[config.mk]
export PLATFORM = sky130hd
export DESIGN_NAME = ascii_dec_to_byte
export DESIGN_NICKNAME = d
export VERILOG_FILES = /design/src/rtl/cpu_ascii_pkg.sv /design/src/rtl/ascii_char_class.sv /design/src/rtl/ascii_dec_to_byte.sv
export SDC_FILE = /design/constraint.sdc
export NUM_CORES = 1
export LEC_CHECK = 0
export BUFFER_PORTS_ARGS = -buffer_cell sky130_fd_sc_hd__buf_2
export CAP_MARGIN = 10
export CORE_MARGIN = 1.5
export CORE_UTILIZATION = 45
export DETAILED_ROUTE_END_ITERATION = 10
export HOLD_SLACK_MARGIN = 0.06
export PLACE_DENSITY = 0.71
export SYNTH_ARGS = -nofsm -noshare
export SYNTH_HDL_FRONTEND = slang
export SYNTH_HIERARCHICAL = 1
export SYNTH_SLANG_ARGS = --single-unit
[constraint.sdc]
create_clock -name clk -period 2.5 [get_ports clk]
set_input_delay 0.125 -clock clk [delete_from_list [all_inputs] [get_ports clk]]
set_output_delay 0.125 -clock clk [all_outputs]
set_load 0.01 [all_outputs]
[src/rtl/cpu_ascii_pkg.sv]
// Shared ASCII constants and parser state encoding.
// Used by the decimal parser and by the byte-to-ASCII display path.
package cpu_ascii_pkg;

  localparam logic [7:0] ASC_SPACE = 8'h20;
  localparam logic [7:0] ASC_CR    = 8'h0D;
  localparam logic [7:0] ASC_PLUS  = 8'h2B;
  localparam logic [7:0] ASC_MINUS = 8'h2D;
  localparam logic [7:0] ASC_ZERO  = 8'h30;
  localparam logic [7:0] ASC_NINE  = 8'h39;

  typedef enum logic [1:0] {
    IDLE  = 2'd0,
    SIGN  = 2'd1,
    DIGIT = 2'd2,
    FLUSH = 2'd3
  } parse_state_t;

endpackage

[src/rtl/ascii_char_class.sv]
// Combinational ASCII classifier: digit / terminator / sign, plus digit value.
// Ports: char_in (8) -> is_dig, is_trm, is_sgn, digit (4).
module ascii_char_class
  import cpu_ascii_pkg::*;
(
  input  logic [7:0] char_in,
  output logic       is_dig,
  output logic       is_trm,
  output logic       is_sgn,
  output logic [3:0] digit
);

  always_comb begin
    is_dig = (char_in >= ASC_ZERO) &&
             (char_in <= ASC_NINE);
    is_trm = (char_in == ASC_SPACE) ||
             (char_in == ASC_CR);
    is_sgn = (char_in == ASC_PLUS) ||
             (char_in == ASC_MINUS);
    // 0x30..0x39: low nibble is the digit value
    digit  = is_dig ? char_in[3:0] : 4'd0;
  end

endmodule

[src/rtl/ascii_dec_to_byte.sv]
// Parses "[+|-]d{1..MAX_DIGITS}<SP|CR>" into a signed byte.
// Ports: clk, rst_n, char_in/char_valid/char_ready, value/value_valid, parse_err, busy.
module ascii_dec_to_byte
  import cpu_ascii_pkg::*;
#(
  parameter int MAX_DIGITS = 3,
  parameter int ACC_W      = 10
) (
  input  logic       clk,
  input  logic       rst_n,
  input  logic [7:0] char_in,
  input  logic       char_valid,
  output logic       char_ready,
  output logic [7:0] value,
  output logic       value_valid,
  output logic       parse_err,
  output logic       busy
);

  localparam int CNT_W = $clog2(MAX_DIGITS + 1);
  localparam logic [CNT_W-1:0] CNT_MAX = CNT_W'(MAX_DIGITS);

  logic       is_dig;
  logic       is_trm;
  logic       is_sgn;
  logic [3:0] digit;

  ascii_char_class u_class (
    .char_in (char_in),
    .is_dig  (is_dig),
    .is_trm  (is_trm),
    .is_sgn  (is_sgn),
    .digit   (digit)
  );

  parse_state_t     state_q, state_d;
  logic             neg_q, neg_d;
  logic [ACC_W-1:0] mag_q, mag_d;
  logic [CNT_W-1:0] cnt_q, cnt_d;
  logic [7:0]       value_q, value_d;
  logic             vld_q, vld_d;
  logic             err_q, err_d;
  logic             rdy_q;

  logic             take;
  logic [ACC_W-1:0] dig_ext;
  logic [ACC_W-1:0] mag_x10;
  logic             in_range;

  assign take    = char_valid && rdy_q;
  assign dig_ext = ACC_W'(digit);
  assign mag_x10 = (mag_q << 3) + (mag_q << 1);
  // Negative side reaches one further (-128)
  assign in_range = neg_q ? (mag_q <= ACC_W'(128))
                          : (mag_q <= ACC_W'(127));

  always_comb begin
    state_d = state_q;
    neg_d   = neg_q;
    mag_d   = mag_q;
    cnt_d   = cnt_q;
    value_d = value_q;
    vld_d   = 1'b0;
    err_d   = 1'b0;

    if (take) begin
      unique case (state_q)
        IDLE: begin
          unique case (1'b1)
            is_trm: ;
            is_sgn: begin
              state_d = SIGN;
              neg_d   = (char_in == ASC_MINUS);
            end
            is_dig: begin
              state_d = DIGIT;
              mag_d   = dig_ext;
              cnt_d   = CNT_W'(1);
              neg_d   = 1'b0;
            end
            default: begin
              err_d   = 1'b1;
              state_d = FLUSH;
            end
          endcase
        end
        SIGN: begin
          unique case (1'b1)
            is_dig: begin
              state_d = DIGIT;
              mag_d   = dig_ext;
              cnt_d   = CNT_W'(1);
            end
            is_trm: begin
              err_d   = 1'b1;
              state_d = IDLE;
            end
            default: begin
              err_d   = 1'b1;
              state_d = FLUSH;
            end
          endcase
        end
        DIGIT: begin
          unique case (1'b1)
            is_dig: begin
              if (cnt_q < CNT_MAX) begin
                mag_d = mag_x10 + dig_ext;
                cnt_d = cnt_q + CNT_W'(1);
              end else begin
                err_d   = 1'b1;
                state_d = FLUSH;
              end
            end
            is_trm: begin
              state_d = IDLE;
              if (in_range) begin
                vld_d   = 1'b1;
                value_d = neg_q ? (~mag_q[7:0] + 8'd1)
                                : mag_q[7:0];
              end else begin
                err_d = 1'b1;
              end
            end
            default: begin
              err_d   = 1'b1;
              state_d = FLUSH;
            end
          endcase
        end
        FLUSH: begin
          if (is_trm) state_d = IDLE;
        end
        default: state_d = IDLE;
      endcase

      if (state_d == IDLE) begin
        neg_d = 1'b0;
        mag_d = '0;
        cnt_d = '0;
      end
    end
  end

  always_ff @(posedge clk) begin
    if (!rst_n) begin
      state_q <= IDLE;
      neg_q   <= 1'b0;
      mag_q   <= '0;
      cnt_q   <= '0;
      value_q <= 8'h00;
      vld_q   <= 1'b0;
      err_q   <= 1'b0;
      rdy_q   <= 1'b0;
    end else begin
      state_q <= state_d;
      neg_q   <= neg_d;
      mag_q   <= mag_d;
      cnt_q   <= cnt_d;
      value_q <= value_d;
      vld_q   <= vld_d;
      err_q   <= err_d;
      rdy_q   <= 1'b1;
    end
  end

  assign char_ready  = rdy_q;
  assign value       = value_q;
  assign value_valid = vld_q;
  assign parse_err   = err_q;
  assign busy        = (state_q != IDLE);

endmodule
==> results of run 1 <==
==> layout make-up <==
cell class / instances / area [µm²]
multi-input combinational: 169 / 1265
inverter: 14 / 52.55
fill: 392 / 1819
tap: 50 / 62.56
sequential: 26 / 520.5
clock buffer: 3 / 41.29
timing repair buffer: 43 / 267.8
==> cells by family (layout without fill, tap and decap cells) <==
kind of cell / count (synthesis) / after routing / share of synthesized area
flops: 26 / 26 / 0.2751
xor+xnor: 12 / 12 / 0.05556
mux: 1 / 1 / 0.005291
simple gates: 75 / 75 / 0.2302
compound gates: 63 / 63 / 0.2361
buf+inv: 25 / 60 / 0.07076
fa+ha+maj: 18 / 18 / 0.1270
==> path summary, 6_finish.rpt <==
kind	from	endpoint	slack, ns
worst min register to register	cnt_q[0]	cnt_q[0]	0.48
worst min-delay path	rst_n	char_ready	0.24
worst max-delay path	char_in[1]	mag_q[9]	0.19
worst max register to register	mag_q[0]	mag_q[9]	0.22
==> per-stage QoR <==
step	worst slack (ns)	TNS, ns	hold slack [ns]	util	instance area (µm²)
floorplan	0.06678	0	0.1527	-	1913
global placement	-0.1006	-0.1829	0.4671	0.5366	2162
detailed placement	-0.1240	-0.2314	0.4773	0.5366	2162
CTS	0.1533	0	0.2404	0.5469	2203
global route	0.001606	0	0.2604	0.5484	2210
finish	0.1908	0	0.2399	0.5484	2210
==> power by group through the flow <==
stage / registers (µW) / logic, µW / clock network (µW)
final: 424 / 69.7 / 231
after global routing: 425 / 76.9 / 249
after CTS: 424 / 69.8 / 237
after detailed placement: 433 / 69.7 / 0
after global placement: 433 / 68.7 / 0
after floorplan: 430 / 46.2 / 0
==> sequential cells by signal, indices dropped and copies added (netlist names) <==
signal / flops
state_q: 2
char_ready: 1
value_valid: 1
cnt_q: 2
parse_err: 1
value: 8
mag_q: 10
neg_q: 1
==> per-layer routing <==
layer  up-vias  global-route usage
li1        869                   -
met1       793              0.2599
met2        20              0.3223
met3         2             0.01480
met4         0             0.02250
met5         -                   0
==> cell usage after synthesis (4+ instances only) <==
library cell | number | share of area
a21boi_1 | 6 | 0.024
a21oi_1 | 13 | 0.034
buf_6 | 4 | 0.024
dfxtp_1 | 26 | 0.28
ha_1 | 16 | 0.11
inv_1 | 14 | 0.028
nand2_1 | 20 | 0.040
nand3_1 | 6 | 0.016
nor2_1 | 9 | 0.018
nor2b_1 | 9 | 0.030
nor3_1 | 7 | 0.019
o211a_1 | 6 | 0.032
o21ai_0 | 13 | 0.034
xnor2_1 | 8 | 0.037
xor2_1 | 4 | 0.019
==> run metrics, run 1 <==
status finished clean; unrepaired setup endpoints after global routing no; CTS resizes 0; CTS clk-pin slew, worst paths 0.09 ns; Leak 0.0009975 µW; Max Buffers Root-to-Sink 2; Total Power 724.8 µW; DR WL/cell 13.01 µm; Most used DFF post-synth dfxtp_1; Die Y-Extent 67.84 µm; DR top layer met4; Antenna diodes 0; relative slew slack 0.6844; clk_lat worst skew 0.26 ns; Slew @ Worst Pin 0.4733 ns; delay-heaviest family, CP compound AO/OA/AOI/OAI gates; Distinct cells, synth 51; # Post-CTS Setup Buffers 0; cell count after synthesis 220; via count 1684; max_cap viols 0; met2 WL 1891 µm; post-DP HPWL 3132 µm; worst-path fanout max 3; vias in the first global route 1521; most common cell after layout, fill and taps aside dfxtp_1; CTS Root Cell clkbuf_8; die area 4602 µm²; WP depth 12; #FFs+latches synth 26; final cell count without fillers 305; routability congestion estimate 0.8676; CP required 2.66 ns; die width 67.84 µm; sequential area share after synthesis 0.2751; H-tree levels 1; hold_buf cts 0; crit path max-delay cell type fa_1; Syn Nets 249; initial antenna violation count 0; logic gate share of total power 0.096; Antenna Nets Post-Route 0; core area 4029 µm²; Area Overhead vs Synth 16.80%; Mean Syn Cell Area 8.599 µm²; Cells after DPL 302; cell internal pwr 558.1 µW; Sw Share 0.2300; Starting DRT DRC Count 116; Clock Power Share 0.319; CP max stage delay 0.50 ns; Final Critical Period 2.309 ns; Arr. time, crit path 2.47 ns; vias per cell 5.521; met3 wire len 77 µm; hold violation count in the final report 0; CTS tree built; largest net degree at the start of global routing 31; FMAX 433.1 MHz; ys async rst share 0; Startpoint Class primary input; Rows 23; total routed wirelength 3969 µm; Starting Density 0.4696; I/O pins 23; CP most frequent cell inv_1; crit path kind in -> reg; P_sw 166.7 µW; fin nets 286; Ys Warns 6; Worst Path Buf+Inv 3; Worst Hold Depth 1; DRT met1 WL 1981 µm; CP Cell Sequence buf_2 > or2_2 > nor3_2 > inv_1 > fa_1 > inv_1 > ha_1 > a21o_1 > o21ai_2 > a32o_1 > nor3_1 > a311o_1; layout cell share with drive strength beyond 1 0.2314; DR pass1 iterations 5; Final Max Slew Viols 0; R2R depth 9; commonest cells after routing, fill and taps aside 26 x dfxtp_1, 22 x buf_2, 21 x buf_4; Post-synth EDFFs 0; Hold Path Class in -> reg; CTS Sinks 26; VDD IR max 222.0 µV; GRT Residual Overflow 0; Final Skew 0.004309 ns; Tot GR Track Use 0.1860; mapped cell area 1892 µm²; DR DRC count 0; port bufs 22; Finish-stage setup viols 0; Flop pwr share 0.585; global-route wire length before repair 6644 µm; Power Density 328.0 nW/µm²; CTS buffer count 3; Final period util 0.9237; crit path capture type flip-flop
(Power assumes the default switching activity.)
==> run 2: changes to the inputs <==
--- a/config.mk
+++ b/config.mk
@@ -14,5 +14,4 @@
 export PLACE_DENSITY = 0.71
 export SYNTH_ARGS = -nofsm -noshare
 export SYNTH_HDL_FRONTEND = slang
-export SYNTH_HIERARCHICAL = 1
 export SYNTH_SLANG_ARGS = --single-unit
==> run metrics, run 2 <==
DR pass1 iterations 4 (-1); Final Critical Period 2.385 ns (+0.07617 ns); Synth top cells by count 26 x dfxtp_1, 23 x nand2_1, 17 x o21ai_0; Final period util 0.9541 (+0.03047); cell count after synthesis 201 (-8.6%); Critical R2R Launch mag_q[1]; crit path kind in -> reg; Arr. time, crit path 2.55 ns (+0.08 ns); Final Skew 0.006110 ns (+0.001801 ns); global-route wire length before repair 6582 µm (-0.93%); worst-path fanout max 4 (+1); critical path endpoint mag_q[8]; Final Max Slew Viols 0 (unchanged); layout cell share with drive strength beyond 1 0.2385 (+0.007121); Startpoint Class primary input; share of the synthesized area in the top cell type 0.2982 (+0.02308); Filler cells 365 (-6.9%); Post-synth EDFFs 0 (unchanged); die area 4261 µm² (-7.4%); post-DP HPWL 2865 µm (-8.5%); Tot GR Track Use 0.1955 (+0.009552); max_cap viols 0 (unchanged); Ys Warns 0 (-6); top cells by area, synth dfxtp_1 30%, ha_1 11%, xnor2_1 5.0%, nand2_1 4.9%, o21ai_0 4.9%; leading area contributor after synthesis dfxtp_1; CP required 2.67 ns (about the same); mapped cell area 1745 µm² (-7.7%); hold violation count in the final report 0 (unchanged); relative slew slack 0.6251 (-0.05939); most frequent cell after synthesis dfxtp_1; Leak 0.0009346 µW (-6.3%); Sequential cell area 520.5 µm² (unchanged); reg-to-reg slack, setup 0.24 ns (+0.02 ns); unrepaired setup endpoints after global routing no; Critical Path Source char_in[7]; core area 3689 µm² (-8.4%); Most used DFF post-synth dfxtp_1; CTS buffer count 3 (unchanged); Distinct cells, synth 51 (unchanged); CTS clk-pin slew, worst paths 0.10 ns (about the same); CTS Root Cell clkbuf_8; CTS tree built; Starting Density 0.4732 (+0.003637); Antenna Nets Post-Route 0 (unchanged); Hold Path Class in -> reg; Starting DRT DRC Count 93 (-20%); Antenna diodes 0 (unchanged); H-tree levels 1 (unchanged); ys async rst share 0 (unchanged); die width 65.28 µm (-3.8%); vias per cell 5.484 (-0.67%); Rows 22 (-4.3%); Area Overhead vs Synth 21.15%; port bufs 22 (unchanged); crit path capture type flip-flop; fin nets 269 (-5.9%); R2R depth 8 (-1); Max Buffers Root-to-Sink 2 (unchanged); vias in the first global route 1512 (-0.59%); # Post-CTS Setup Buffers 0 (unchanged); Power Density 399.8 nW/µm² (+22%); Die Y-Extent 65.28 µm (-3.8%); Biggest register mag_q; DR DRC count 0 (unchanged); Mean Syn Cell Area 8.684 µm² (+0.98%); largest net degree at the start of global routing 35 (+13%); total routed wirelength 3708 µm (-6.6%); final cell count without fillers 287 (-5.9%); worst reg2reg path endpoint mag_q[8]; max reg flops 10 (unchanged); routability congestion estimate 0.8790 (+1.3%); commonest cells after routing, fill and taps aside 26 x dfxtp_1, 22 x nand2_1, 22 x buf_2; initial antenna violation count 0 (unchanged); most common cell after layout, fill and taps aside dfxtp_1; I/O pins 23 (unchanged); VDD IR max 200.7 µV (-9.6%); Cells after DPL 283 (-6.3%); Slew @ Worst Pin 0.5624 ns (+0.08908 ns); status finished clean; Syn Nets 230 (-7.6%); area of the multi-input gates 1191 µm² (-5.8%); DR WL/cell 12.92 µm (-0.72%); Total Power 845.3 µW (+17%); FMAX 419.2 MHz (-3.2%); GRT Residual Overflow 0 (unchanged); Finish-stage setup viols 0 (unchanged); #FFs+latches synth 26 (unchanged); clk_lat worst skew 0.27 ns (about the same); via count 1574 (-6.5%); CTS Sinks 26 (unchanged); sequential area share after synthesis 0.2982 (+0.02308)
[run 2: area by class of cell]
| cell class | count | share of cell area |
|---|---|---|
| inverter | 5 | 0.008876 |
| clock inverter | 1 | 0.01420 |
| tap | 48 | 0.02840 |
| sequential | 26 | 0.2462 |
| clock buffer | 3 | 0.01953 |
| timing repair buffer | 41 | 0.1195 |
| multi-input combinational | 163 | 0.5633 |
[run 2: per-stage QoR]
stage          setup TNS (ns)  hold WS [ns]    util  instance area (µm²)  setup WS, ns
2_1_floorplan               0        0.1527       -                 1767     0.0009852
3_3_place_gp          -0.1624        0.4367  0.5522                 2037       -0.1624
3_5_place_dp          -0.1804        0.4301  0.5522                 2037       -0.1804
4_1_cts                     0        0.1451  0.5716                 2108        0.1083
5_1_grt                     0        0.1635  0.5733                 2115      0.001711
6_report                    0        0.1537  0.5733                 2115        0.1146
[run 2: what timing repair did]
action,CTS,global route
setup endpoints to repair,0,2
gates resized for setup,0,1
hold buffers,0,0
[run 2: worst min path at each step]
stage	to	cells past startpoint	slack [ns]	start
3_5_place_dp	mag_q[0]	3	0.43	char_in[0]
6_report	mag_q[0]	3	0.15	char_in[0]
3_3_place_gp	mag_q[0]	3	0.44	char_in[0]
4_1_cts	mag_q[0]	3	0.15	char_in[0]
5_1_grt	mag_q[0]	3	0.16	char_in[0]
2_1_floorplan	char_ready	0	0.15	rst_n
[run 2: cell families after synthesis]
family,count (synthesis),synth area share
AND/OR/NAND/NOR,76,0.2473
AO/OA/AOI/OAI,52,0.1928
flip-flops,26,0.2982
adder cells (fa/ha/maj),18,0.1376
XOR/XNOR,14,0.07025
buffers and inverters,12,0.03512
multiplexers,3,0.01864
[run 2: layer usage]
metal / up-vias / part of all wire / global-route usage / wire, µm
met5: - / 0 / 0 / 0
met4: 0 / 0.031 / 0.09635 / 116
met3: 7 / 0.024 / 0.01541 / 88
met2: 24 / 0.45 / 0.3253 / 1654
met1: 726 / 0.50 / 0.2545 / 1847
li1: 817 / - / - / -
[run 2: worst max-delay path, cell delays in order]
cell      delay, ns
buf_2          0.11
and4bb_2       0.34
and3_1         0.20
ha_1           0.23
ha_1           0.24
fa_2           0.39
a21o_1         0.20
a311o_1        0.36
a21oi_2        0.13
xor2_1         0.14
o21ai_0        0.09
[run 2: power by group]
| group | total [µW] | internal [µW] | switching (µW) |
|---|---|---|---|
| Sequential | 422 | 418 | 3.82 |
| Clock | 350 | 214 | 136 |
| Combinational | 73.2 | 33.1 | 40.1 |
| Total | 845 | 665 | 180 |
==> run 3: changes to the inputs <==
--- a/config.mk
+++ b/config.mk
@@ -10,6 +10,7 @@
 export CORE_MARGIN = 1.5
 export CORE_UTILIZATION = 45
 export DETAILED_ROUTE_END_ITERATION = 10
+export GPL_TIMING_DRIVEN = 0
 export HOLD_SLACK_MARGIN = 0.06
 export PLACE_DENSITY = 0.71
 export SYNTH_ARGS = -nofsm -noshare
==> run metrics, run 3 (same netlist as run 2, synthesis figures left out) <==
FMAX 405.3 MHz (-3.3%); Arr. time, crit path 2.63 ns (+0.08 ns); I/O pins 23 (unchanged); CTS buffer count 3 (unchanged); Power Density 408.4 nW/µm² (+2.2%); clk_lat worst skew 0.26 ns (about the same); CTS tree built; Rows 22 (unchanged); vias in the first global route 1404 (-7.1%); GRT Residual Overflow 0 (unchanged); hold violation count in the final report 0 (unchanged); Final Critical Period 2.467 ns (+0.08169 ns); worst-path fanout max 4 (unchanged); initial antenna violation count 0 (unchanged); crit path capture type flip-flop; port bufs 22 (unchanged); Leak 0.0008671 µW (-7.2%); VDD IR max 218.3 µV (+8.7%); final cell count without fillers 278 (-3.1%); hold_buf cts 0 (unchanged); core area 3689 µm² (unchanged); max_cap viols 0 (unchanged); Biggest register mag_q; Die Y-Extent 65.28 µm (unchanged); via count 1552 (-1.4%); Finish-stage setup viols 0 (unchanged); DR pass1 iterations 4 (unchanged); total routed wirelength 3840 µm (+3.6%); Slew @ Worst Pin 0.8719 ns (+0.3095 ns); post-DP HPWL 2961 µm (+3.4%); commonest cells after routing, fill and taps aside 24 x dfxtp_1, 23 x buf_2, 22 x nand2_1; Starting DRT DRC Count 98 (+5.4%); CTS Root Cell clkbuf_8; Core Util, Final 0.5570 (-0.01628); global-route wire length before repair 6417 µm (-2.5%); largest net degree at the start of global routing 16 (-54%); status finished clean; unrepaired setup endpoints after global routing yes; Hold Path Class in -> reg; area of the multi-input gates 1206 µm² (+1.3%); fin nets 260 (-3.3%); layout cell share with drive strength beyond 1 0.2130 (-0.02545); Area Overhead vs Synth 17.71%; Cells after DPL 271 (-4.2%); CTS clk-pin slew, worst paths 0.09 ns (about the same); Starting Density 0.4732 (unchanged); Startpoint Class primary input; die area 4261 µm² (unchanged); routability congestion estimate 0.8330 (-5.2%); DR WL/cell 13.81 µm (+6.9%); Max Buffers Root-to-Sink 2 (unchanged); Final period util 0.9868 (+0.03268); Final Max Slew Viols 0 (unchanged); Final Skew 0.002368 ns (-0.003742 ns); most common cell after layout, fill and taps aside dfxtp_1; CP required 2.67 ns (about the same); CTS Sinks 26 (unchanged); relative slew slack 0.4134 (-0.2117); Tot GR Track Use 0.1925 (-0.002974); vias per cell 5.583 (+1.8%); DR DRC count 0 (unchanged); die width 65.28 µm (unchanged); Antenna Nets Post-Route 0 (unchanged); Filler cells 371 (+1.6%); max reg flops 10 (unchanged); crit path kind in -> reg; total negative slack 0 ns (unchanged); Sequential cell area 523.0 µm² (+0.48%); Antenna diodes 0 (unchanged); H-tree levels 1 (unchanged)
[run 3: metrics by stage]
step                worst slack, ns  area, µm²  hold WS [ns]  total power (µW)
global route               -0.06017       2054       0.06664             873.9
global placement            -0.2606       1937        0.3566             496.6
floorplan                 0.0009852       1767        0.1527             470.0
detailed placement          -0.2843       1937        0.3556             497.2
finish                      0.03294       2054       0.07488             839.1
CTS                        0.006606       2009       0.07065             840.7
[run 3: per-layer routing]
metal  GRT usage  vias up  routed length (µm)
li1            -      793                   -
met1      0.2630      722                1871
met2      0.3202       33                1811
met3     0.02568        4                  98
met4     0.04948        0                  57
met5           0        -                   0
[run 3: report_power, final]
group / switching [µW] / internal [µW] / total [µW] / leakage, µW
Combinational: 41.1 / 28.7 / 69.9 / 0.000620
Sequential: 3.58 / 418 / 421 / 0.000211
Clock: 134 / 214 / 348 / 0.0000357
[run 3: repair_timing]
action,CTS,global route
buffers inserted,0,3
endpoints found under the setup margin,1,3
resized for setup,1,7
pin swaps,0,4
endpoints found under the hold margin,0,0
[run 3: path summary, 6_finish.rpt]
path | from | endpoint | slack [ns] | cells after the start
worst max-delay path | char_in[6] | mag_q[8] | 0.03 | 11
worst max register to register | mag_q[2] | mag_q[8] | 0.08 | 7
worst min-delay path | rst_n | char_ready | 0.07 | 1
worst min register to register | value[4] | value[4] | 0.46 | 2
[run 3: layout make-up]
type,instances,share of cell area
clock inverter,1,0.01462
sequential,26,0.2546
multi-input combinational,163,0.5871
inverter,5,0.009135
buffer,7,0.02071
timing repair buffer,25,0.06456
tap,48,0.02923
clock buffer,3,0.02010
[run 3: worst max-delay path, stage by stage]
cell,delay (ns)
buf_2,0.11
and4bb_4,0.36
nand2_4,0.07
nor2_4,0.11
fa_1,0.47
fa_2,0.42
a21o_1,0.21
a311o_1,0.37
a21oi_2,0.15
xor2_1,0.15
o21ai_1,0.08
